[src/rtl/mainmenu_pkg.sv]
// Shared encodings and cursor-move functions for the main-menu controller.
package mainmenu_pkg;

   localparam logic [2:0] OPT_PLAY1P  = 3'd0;
   localparam logic [2:0] OPT_ENDLESS = 3'd1;
   localparam logic [2:0] OPT_PLAY2P  = 3'd2;
   localparam logic [2:0] OPT_TOP1P   = 3'd3;
   localparam logic [2:0] OPT_TOPEND  = 3'd4;

   localparam int unsigned NUM_BTN    = 5;
   localparam int unsigned BTN_UP     = 0;
   localparam int unsigned BTN_DOWN   = 1;
   localparam int unsigned BTN_LEFT   = 2;
   localparam int unsigned BTN_RIGHT  = 3;
   localparam int unsigned BTN_SELECT = 4;

   typedef enum logic [1:0] {StMenu, StStart, StLocked} menu_state_e;

   function automatic logic [2:0] step_up(input logic [2:0] s);
      logic [2:0] r;
      case (s)
         OPT_PLAY1P:  r = OPT_PLAY2P;
         OPT_ENDLESS: r = OPT_PLAY1P;
         OPT_PLAY2P:  r = OPT_ENDLESS;
         OPT_TOP1P:   r = OPT_TOPEND;
         OPT_TOPEND:  r = OPT_TOP1P;
         default:     r = OPT_PLAY1P;
      endcase
      return r;
   endfunction

   function automatic logic [2:0] step_down(input logic [2:0] s);
      logic [2:0] r;
      case (s)
         OPT_PLAY1P:  r = OPT_ENDLESS;
         OPT_ENDLESS: r = OPT_PLAY2P;
         OPT_PLAY2P:  r = OPT_PLAY1P;
         OPT_TOP1P:   r = OPT_TOPEND;
         OPT_TOPEND:  r = OPT_TOP1P;
         default:     r = OPT_PLAY1P;
      endcase
      return r;
   endfunction

   function automatic logic [2:0] step_left(input logic [2:0] s);
      logic [2:0] r;
      case (s)
         OPT_PLAY1P, OPT_ENDLESS, OPT_PLAY2P: r = s;
         OPT_TOP1P:  r = OPT_PLAY1P;
         OPT_TOPEND: r = OPT_ENDLESS;
         default:    r = OPT_PLAY1P;
      endcase
      return r;
   endfunction

   function automatic logic [2:0] step_right(input logic [2:0] s);
      logic [2:0] r;
      case (s)
         OPT_PLAY1P:             r = OPT_TOP1P;
         OPT_ENDLESS:            r = OPT_TOPEND;
         OPT_PLAY2P:             r = OPT_TOPEND;
         OPT_TOP1P, OPT_TOPEND:  r = s;
         default:                r = OPT_PLAY1P;
      endcase
      return r;
   endfunction

endpackage

[src/rtl/btn_sync_edge.sv]
// Two-flop synchroniser plus rising-edge detector for one raw button input.
module btn_sync_edge (
   input  logic clock,
   input  logic reset,
   input  logic raw,
   output logic level,
   output logic press
);

   logic       meta_q;
   logic       sync_q;
   logic       prev_q;
   logic [2:0] fill_q;

   always_ff @(posedge clock) begin
      if (reset) begin
         meta_q <= 1'b0;
         sync_q <= 1'b0;
         prev_q <= 1'b0;
         fill_q <= '0;
      end else begin
         meta_q <= raw;
         sync_q <= meta_q;
         prev_q <= sync_q;
         fill_q <= {fill_q[1:0], 1'b1};
      end
   end

   // prev_q holds a real post-reset sample only once fill_q is full, so a
   // button held through reset is not mistaken for a fresh press.
   assign level = sync_q;
   assign press = sync_q & ~prev_q & fill_q[2];

endmodule

[src/rtl/mainmenu_input_controller.sv]
// Main-menu cursor controller: button sync/edge, cursor moves, start/lock FSM.
// Optional feature macro: MENU_AUTOREPEAT_EN (up/down auto-repeat while held).
module mainmenu_input_controller
   import mainmenu_pkg::*;
#(
   parameter int unsigned REPEAT_DELAY = 25_000_000,
   parameter int unsigned REPEAT_RATE  = 6_250_000
) (
   input  logic       clock,
   input  logic       reset,
   input  logic       btn_up,
   input  logic       btn_down,
   input  logic       btn_left,
   input  logic       btn_right,
   input  logic       btn_select,
   input  logic       game_done,
   output logic [2:0] sel,
   output logic       start,
   output logic [2:0] mode,
   output logic       menu_active
);

   logic [NUM_BTN-1:0] raw;
   logic [NUM_BTN-1:0] level;
   logic [NUM_BTN-1:0] press;

   menu_state_e state_q, state_d;
   logic [2:0]  sel_q, sel_d;
   logic [2:0]  mode_q, mode_d;
   logic        start_q;
   logic        rep_step;
   logic        rep_up;

   assign raw = {btn_select, btn_right, btn_left, btn_down, btn_up};

   for (genvar i = 0; i < NUM_BTN; i++) begin : g_btn
      btn_sync_edge u_btn (
         .clock(clock),
         .reset(reset),
         .raw  (raw[i]),
         .level(level[i]),
         .press(press[i])
      );
   end

`ifdef MENU_AUTOREPEAT_EN
   localparam int unsigned REP_MAX = (REPEAT_DELAY > REPEAT_RATE) ? REPEAT_DELAY : REPEAT_RATE;
   localparam int unsigned CNT_W   = $clog2(REP_MAX + 1);

   logic [CNT_W-1:0] rep_cnt_q, rep_cnt_d;
   logic [CNT_W-1:0] rep_thr;
   logic             rep_first_q, rep_first_d;
   logic             rep_up_q, rep_up_d;
   logic             rep_held;
   logic             unused_levels;

   assign rep_thr       = rep_first_q ? CNT_W'(REPEAT_DELAY) : CNT_W'(REPEAT_RATE);
   assign rep_held      = rep_up_q ? level[BTN_UP] : level[BTN_DOWN];
   assign rep_up        = rep_up_q;
   assign unused_levels = ^level[BTN_SELECT:BTN_LEFT];

   // A non-zero count means a repeat run is armed; anything else drops it.
   always_comb begin
      rep_cnt_d   = '0;
      rep_first_d = rep_first_q;
      rep_up_d    = rep_up_q;
      rep_step    = 1'b0;
      if (state_q == StMenu && !press[BTN_SELECT]) begin
         if (press[BTN_UP] || press[BTN_DOWN]) begin
            rep_cnt_d   = CNT_W'(1);
            rep_first_d = 1'b1;
            rep_up_d    = press[BTN_UP];
         end else if (press == '0 && rep_cnt_q != '0 && rep_held) begin
            if (rep_cnt_q == rep_thr) begin
               rep_step    = 1'b1;
               rep_cnt_d   = CNT_W'(1);
               rep_first_d = 1'b0;
            end else begin
               rep_cnt_d = rep_cnt_q + 1'b1;
            end
         end
      end
   end

   always_ff @(posedge clock) begin
      if (reset) begin
         rep_cnt_q   <= '0;
         rep_first_q <= 1'b0;
         rep_up_q    <= 1'b0;
      end else begin
         rep_cnt_q   <= rep_cnt_d;
         rep_first_q <= rep_first_d;
         rep_up_q    <= rep_up_d;
      end
   end
`else
   logic unused_levels;
   assign unused_levels = ^{level, REPEAT_DELAY, REPEAT_RATE};
   assign rep_step      = 1'b0;
   assign rep_up        = 1'b0;
`endif

   always_comb begin
      state_d = state_q;
      sel_d   = sel_q;
      mode_d  = mode_q;
      unique case (state_q)
         StMenu: begin
            if (press[BTN_SELECT]) begin
               mode_d  = sel_q;
               state_d = StStart;
            end else if (press[BTN_UP]) begin
               sel_d = step_up(sel_q);
            end else if (press[BTN_DOWN]) begin
               sel_d = step_down(sel_q);
            end else if (press[BTN_LEFT]) begin
               sel_d = step_left(sel_q);
            end else if (press[BTN_RIGHT]) begin
               sel_d = step_right(sel_q);
            end else if (rep_step) begin
               sel_d = rep_up ? step_up(sel_q) : step_down(sel_q);
            end
         end
         StStart:  state_d = StLocked;
         StLocked: if (game_done) state_d = StMenu;
         default:  state_d = StMenu;
      endcase
   end

   always_ff @(posedge clock) begin
      if (reset) begin
         state_q <= StMenu;
         sel_q   <= OPT_PLAY1P;
         mode_q  <= OPT_PLAY1P;
         start_q <= 1'b0;
      end else begin
         state_q <= state_d;
         sel_q   <= sel_d;
         mode_q  <= mode_d;
         start_q <= (state_d == StStart);
      end
   end

   assign sel         = sel_q;
   assign mode        = mode_q;
   assign start       = start_q;
   assign menu_active = (state_q == StMenu);

endmodule

[config.mk]
export PLATFORM = sky130hd
export DESIGN_NAME = mainmenu_input_controller
export DESIGN_NICKNAME = d
export VERILOG_FILES = /design/src/rtl/mainmenu_pkg.sv /design/src/rtl/btn_sync_edge.sv /design/src/rtl/mainmenu_input_controller.sv
export SDC_FILE = /design/constraint.sdc
export NUM_CORES = 1
export LEC_CHECK = 0
export BUFFER_PORTS_ARGS = -buffer_cell sky130_fd_sc_hd__buf_2
export CORE_ASPECT_RATIO = 1.4
export CORE_MARGIN = 2
export CORE_UTILIZATION = 45
export CTS_CLUSTER_DIAMETER = 100
export DETAILED_ROUTE_END_ITERATION = 12
export PLACE_DENSITY = 0.65
export SLEW_MARGIN = 20
export SYNTH_ARGS = -nofsm -noshare
export SYNTH_HDL_FRONTEND = slang
export SYNTH_SLANG_ARGS = --single-unit
[constraint.sdc]
create_clock -name clock -period 2.9 [get_ports clock]
set_clock_uncertainty 0.15 [all_clocks]
set_input_delay 0.58 -clock clock [delete_from_list [all_inputs] [get_ports clock]]
set_output_delay 0.58 -clock clock [all_outputs]
set_load 0.02 [all_outputs]
Word-level counts from Yosys, hierarchy flattened
Index checks and enable logic that the tools add are counted.
{"block": "word_totals", "regBits": 39, "output_inout_bits": 8}
{"block": "op_classes", "n_eq_ne": 9, "n_bitwise": 16, "reduce_logical": 8, "n_mux": 16}
{"operator": "case mux 3 bit (4 select lines)", "n": 2}
{"operator": "2-to-1 mux 3 bit", "n": 4}
{"operator": "bitwise AND 1 bit", "n": 10}
{"operator": "case mux 3 bit (3 select lines)", "n": 1}
{"operator": "== test 3 x 2 -> 1 bit, second input constant", "n": 2}
{"operator": "NOT 1 bit", "n": 6}
{"operator": "case mux 2 bit (3 select lines)", "n": 1}
{"operator": "case mux 3 bit (2 select lines)", "n": 1}
{"operator": "2-to-1 mux 1 bit", "n": 5}
{"operator": "AND reduction 5 bit", "n": 1}
{"operator": "== test 2 x 1 -> 1 bit, second input constant", "n": 2}
{"operator": "2-to-1 mux 2 bit", "n": 2}
{"operator": "!= test 4 x 1 -> 1 bit, second input constant", "n": 1}
{"operator": "!= test 4 bit, second input constant", "n": 1}
{"operator": "nonzero test 4 bit", "n": 1}
{"operator": "OR reduction 2 bit", "n": 2}
{"operator": "== test 3 x 1 -> 1 bit, second input constant", "n": 1}
{"operator": "== test 3 bit, second input constant", "n": 1}
{"operator": "zero test 3 bit", "n": 1}
{"operator": "OR reduction 3 bit", "n": 1}
{"operator": "== test 2 bit, second input constant", "n": 1}
{"operator": "zero test 2 bit", "n": 1}
{"operator": "AND reduction 2 bit", "n": 1}

Depth between registers and ports, before layout
{"block": "logic_depth", "depth_word": 7, "ltp_mapped": 6, "ltp_nobuf": 5}

Modules after synthesis
Synthesis repeated with hierarchy kept, for this count alone.
{"block": "unflattened", "cells_unflattened": 128, "hier_area_um2": 1350.0}
{"module": "btn_sync_edge", "n_inst": 5, "cells_each": 13, "seq_area_each_um2": 120.1, "area_each_um2": 163.9}
{"module": "mainmenu_input_controller", "n_inst": 1, "cells_each": 63, "seq_area_each_um2": 180.2, "area_each_um2": 530.5}

Worst setup path before layout
OpenSTA, ideal clock, no wires.
{"block": "synth_path", "kind": "register to register", "start": "register sel_q[2], in the netlist sel[2]", "end": "register sel_q[0], in the netlist sel[0]", "required_ns": 2.626, "arrival_time_ns": 1.377, "setup_slack_ns": 1.249, "stages_incl_launch_ff": 7, "cell_sequence": "dfxtp_1 > buf_4 > nor3b_1 > a21oi_1 > a311oi_2 > nor2_1 > mux2i_1"}
{"block": "synth_via", "elab_chain_cells": 7, "word_cells_on_any_way": 19, "classes_between": "6 x eq/ne; 8 x mux; 5 x reduce/logical"}
{"item": "start, declared", "line_no": "mainmenu_input_controller.sv:28", "rtl": "logic [2:0] sel_q, sel_d;"}
{"item": "start signal, assigned", "line_no": "mainmenu_input_controller.sv:138", "rtl": "sel_q <= sel_d;"}
{"item": "== test 3 bit (tied with other cells)"}
{"item": "OR reduction 2 bit, on equally long branches"}
{"item": "case mux 3 bit (3 select lines)", "line_no": "mainmenu_pkg.sv:58", "rtl": "case (s)"}
{"item": "2-to-1 mux 3 bit", "line_no": "mainmenu_input_controller.sv:118", "rtl": "end else if (press[BTN_RIGHT]) begin"}
{"item": "2-to-1 mux 3 bit", "line_no": "mainmenu_input_controller.sv:116", "rtl": "end else if (press[BTN_LEFT]) begin"}
{"item": "2-to-1 mux 3 bit", "line_no": "mainmenu_input_controller.sv:114", "rtl": "end else if (press[BTN_DOWN]) begin"}
{"item": "2-to-1 mux 3 bit", "line_no": "mainmenu_input_controller.sv:112", "rtl": "end else if (press[BTN_UP]) begin"}
Several ways; a longest one is shown, not always the timed one. The select of a mux whose other input is x is not followed.
A chain may end at the register's enable or synchronous reset.

Worst setup path in the final report
{"block": "layout_path", "start": "register sel_q[0], in the netlist sel[0]", "end": "output sel[0]"}
{"item": "end, declared", "line_no": "mainmenu_input_controller.sv:17", "rtl": "output logic [2:0] sel,"}
No word-level cell between the ends.

==> PnR_summary.wiki <==
{| class="wikitable"
! Metric !! Value
|-
| Run status || finished, final reports clean
|-
| Critical register-to-register path endpoint || sel[1]
|-
| Count of different cell masters after synthesis || 31
|-
| Max frequency || 0.529 GHz
|-
| Initial standard-cell utilization of the core || a little under half
|-
| Syn nets || about 120
|-
| Final sum of negative setup slack || 0 ps
|-
| Total Power Consumption || around 0.58 mW
|-
| Net total in the final layout || roughly 130
|-
| DRC || 0
|-
| Max incr delay on CP || 600 ps
|-
| Die footprint || about 0.0028 mm2
|-
| Cell area after synthesis || roughly 0.0011 mm2
|-
| Critical path launch point type || flip-flop
|-
| Core Area || around 0.0023 mm2
|-
| Largest buffer count on any clock path || 2
|-
| DP Worst Slack || around 1200 ps
|-
| Cts repair resizes || 0
|-
| Area delta synth->final || 6.86%
|-
| Total leakage power || 0.484 nW
|-
| Final setup violation count || 0
|-
| Antenna cells || 0
|-
| Number of antenna violations at the first check in global routing || 0
|-
| CP Data Required Time || between 2000 and 2500 ps
|-
| Post-synthesis cell count || roughly 110
|-
| Number of optimization iterations in the first detailed-route pass || 4
|-
| Worst vdd ir || ~0.31 mV
|-
| Post-route insts no fill || ~140
|-
| Detailed-route wire length per cell || 11.3 um
|-
| TritonCTS clock tree || done
|-
| Most common library cell in the layout ignoring fill and taps || sky130_fd_sc_hd__dfxtp_1
|-
| Worst min path class || flip-flop to flip-flop
|-
| Global placement routability congestion || between 0.8 and 0.9
|-
| Area share of the largest cell type after synthesis || about half
|-
| Critical-path top delay cell || sky130_fd_sc_hd__dfxtp_1
|-
| Post-route clock period utilization || approximately two thirds
|-
| Clock sink count || 27
|-
| Worst flop-to-flop path startpoint || sel[1]
|-
| Number of buffers inserted to repair setup after CTS || 0
|-
| Crit path kind || flip-flop to output pin
|-
| Antenna Nets Post-Route || 0
|-
| Overall Global Routing Usage || between 10 and 15%
|-
| R2R Setup Slk || 1120 ps
|-
| Max capacitance violation total || 0
|-
| Top cell family by delay on the critical path || flip-flops
|-
| Largest area contributor in the synthesized netlist || sky130_fd_sc_hd__dfxtp_1
|-
| Filler instances || 226
|-
| Number of global-route vias before repair || 640
|-
| Worst setup startpoint || sel[0]
|-
| Count of H-tree levels built during CTS || 1
|-
| Fraction of layout instances using a drive strength above 1 || approximately 20%
|-
| Mapped Avg Cell Area || ~10 um2
|-
| Buffers added on ports || 15
|-
| Clock latency on the worst-skew pair || between 300 and 400 ps
|-
| Total power per unit cell area || about 500 mW/mm2
|-
| Biggest area contributors in the synthesized netlist || sky130_fd_sc_hd__dfxtp_1 50%, sky130_fd_sc_hd__nor2b_1 10%, sky130_fd_sc_hd__mux2i_1 4.7%, sky130_fd_sc_hd__nor2_1 3.8%, sky130_fd_sc_hd__buf_4 2.1%
|-
| Total placed cells including tap cells || 139
|-
| Relative slew slack || between 60% and 70%
|-
| Global-route wire length before repair || 2500 um
|-
| Number of buffer and inverter instances along the worst setup path || 1
|-
| Transition time at the pin with the least slew margin || 459 ps
|-
| I/O pin total || 16
|-
| Height of the die || between 60 and 70 um
|-
| Worst hold stages || 1
|-
| Cell chain of the critical path || buf_2
|-
| Number of violations reported at the end of detailed-routing iteration 0 || 19
|-
| Vias per cell || 5.29
|-
| R2R depth || 5
|-
| Clock-pin slew of the registers on the worst-case setup and hold paths || between 100 and 150 ps
|-
| Largest fanout on the critical path || 12
|-
| Final worst slack || between 1000 and 1500 ps
|-
| Post-cts hold buffer count || 0
|-
| Levels on crit path || 1
|-
| Area taken by multi-input logic gates || 470 um2
|-
| Endpoint kind of the worst setup timing path || output pin
|-
| Half-perimeter wire length after placement || around 1100 um
|-
| Sequential-to-total area share from yosys stat || about half
|-
| Critical path destination || sel[0]
|-
| Via count || between 700 and 800
|-
| Arrival time at the worst endpoint || 1160 ps
|-
| Post-Route Utilization || between 40 and 50%
|-
| Cell at the root of the clock tree || sky130_fd_sc_hd__clkbuf_4
|-
| Die Span X || ~45 um
|-
| Largest net degree at the start of global routing || 28
|-
| Fin crit period || between 1500 and 2000 ps
|-
| CTS buffer count || 3
|-
| Footprint of the flip-flops and latches || 541 um2
|-
| Cell row count || 21
|-
| Total of flip-flops plus latches after synthesis || 27
|-
| RSZ-0062 raised after global routing || no
|-
| Detailed Route WL || 1620 um
|-
| Final max-slew violation count || 0
|-
| Number of synthesis warnings || 0
|-
| Top library cells by usage in the layout, fill and taps aside || 27 x sky130_fd_sc_hd__dfxtp_1, 18 x sky130_fd_sc_hd__nor2b_1, 15 x sky130_fd_sc_hd__buf_2, 11 x sky130_fd_sc_hd__nor2_1, 6 x sky130_fd_sc_hd__nand2_1
|-
| Global-route congestion overflow total || 0
|-
| Number of hold violations in the final report || 0
|}
## through the flow
| stage | area (um2) | hold slack, ps |
|---|---|---|
| floorplan | 1080 | 264 |
| global placement | 1120 | 266 |
| detailed placement | 1120 | 279 |
| CTS | 1150 | 301 |
| global route | 1150 | 298 |
| finish | 1150 | 298 |
## area by class of cell
cell class | count | share of cell area [%]
clock buffer | 3 | 1.96
clock inverter | 1 | 0.435
inverter | 2 | 0.653
multi-input combinational | 72 | 40.9
sequential | 27 | 47.0
tap | 23 | 2.50
timing repair buffer | 15 | 6.53
## sequential cells by signal, summed over array words and instances (netlist names)
register and flops:
g_btn.u_btn.fill_q 3, g_btn.u_btn.level 5, g_btn.u_btn.meta_q 5, g_btn.u_btn.prev_q 5, mode 3, sel 3, start 1, state_q 2
## cell families (layout without fill, tap and decap cells)
group	count (synthesis)	after routing	synth area share [%]
compound gates	17	17	11.5
xor+xnor	1	1	0.814
buf+inv	10	21	6.05
flops	27	27	50.2
mux	5	5	4.65
simple gates	49	49	26.7
## cell usage after synthesis, drive strengths merged
cell type and instances:
a2111o 1, a211o 1, buf 6, nand2 6, mux2i 5, nor3 1, a21o 1, and2b 1
o21ai 4, xor2 1, nand2b 1, o31ai 1, a21oi 5, nor2b 20, nor2 11, nand3 2
nand3b 2, or3 1, a311oi 3, dfxtp 27, o21a 1, nor3b 2, inv 2, and3b 2
clkbuf 2
## report_power, final
group	switching [mW]	internal, mW	total (mW)	leakage [nW]
clock	0.102	0.0516	0.154	0.0177
sequential	0.00776	0.382	0.390	0.221
combinational	0.0175	0.0168	0.0343	0.245
## worst min-delay path by stage
stage,from,end,slack [ps]
after floorplan,g_btn[0].u_btn.meta_q,g_btn[0].u_btn.level,260
after global placement,g_btn[2].u_btn.meta_q,g_btn[2].u_btn.level,270
after detailed placement,g_btn[2].u_btn.fill_q[1],g_btn[2].u_btn.fill_q[2],280
after CTS,btn_down,g_btn[1].u_btn.meta_q,300
after global routing,g_btn[2].u_btn.fill_q[1],g_btn[2].u_btn.fill_q[2],300
final,g_btn[2].u_btn.fill_q[1],g_btn[2].u_btn.fill_q[2],300
## per-layer routing
metal / vias up / global-route usage, % / share of wire [%]
met5: - / 0 / 0
met1: 351 / 13.9 / 47
li1: 386 / - / -
met2: 18 / 19.8 / 49
met3: 2 / 1.73 / 3.5
met4: 0 / 10.9 / 0.87
Power figures use the tool's default switching activity.
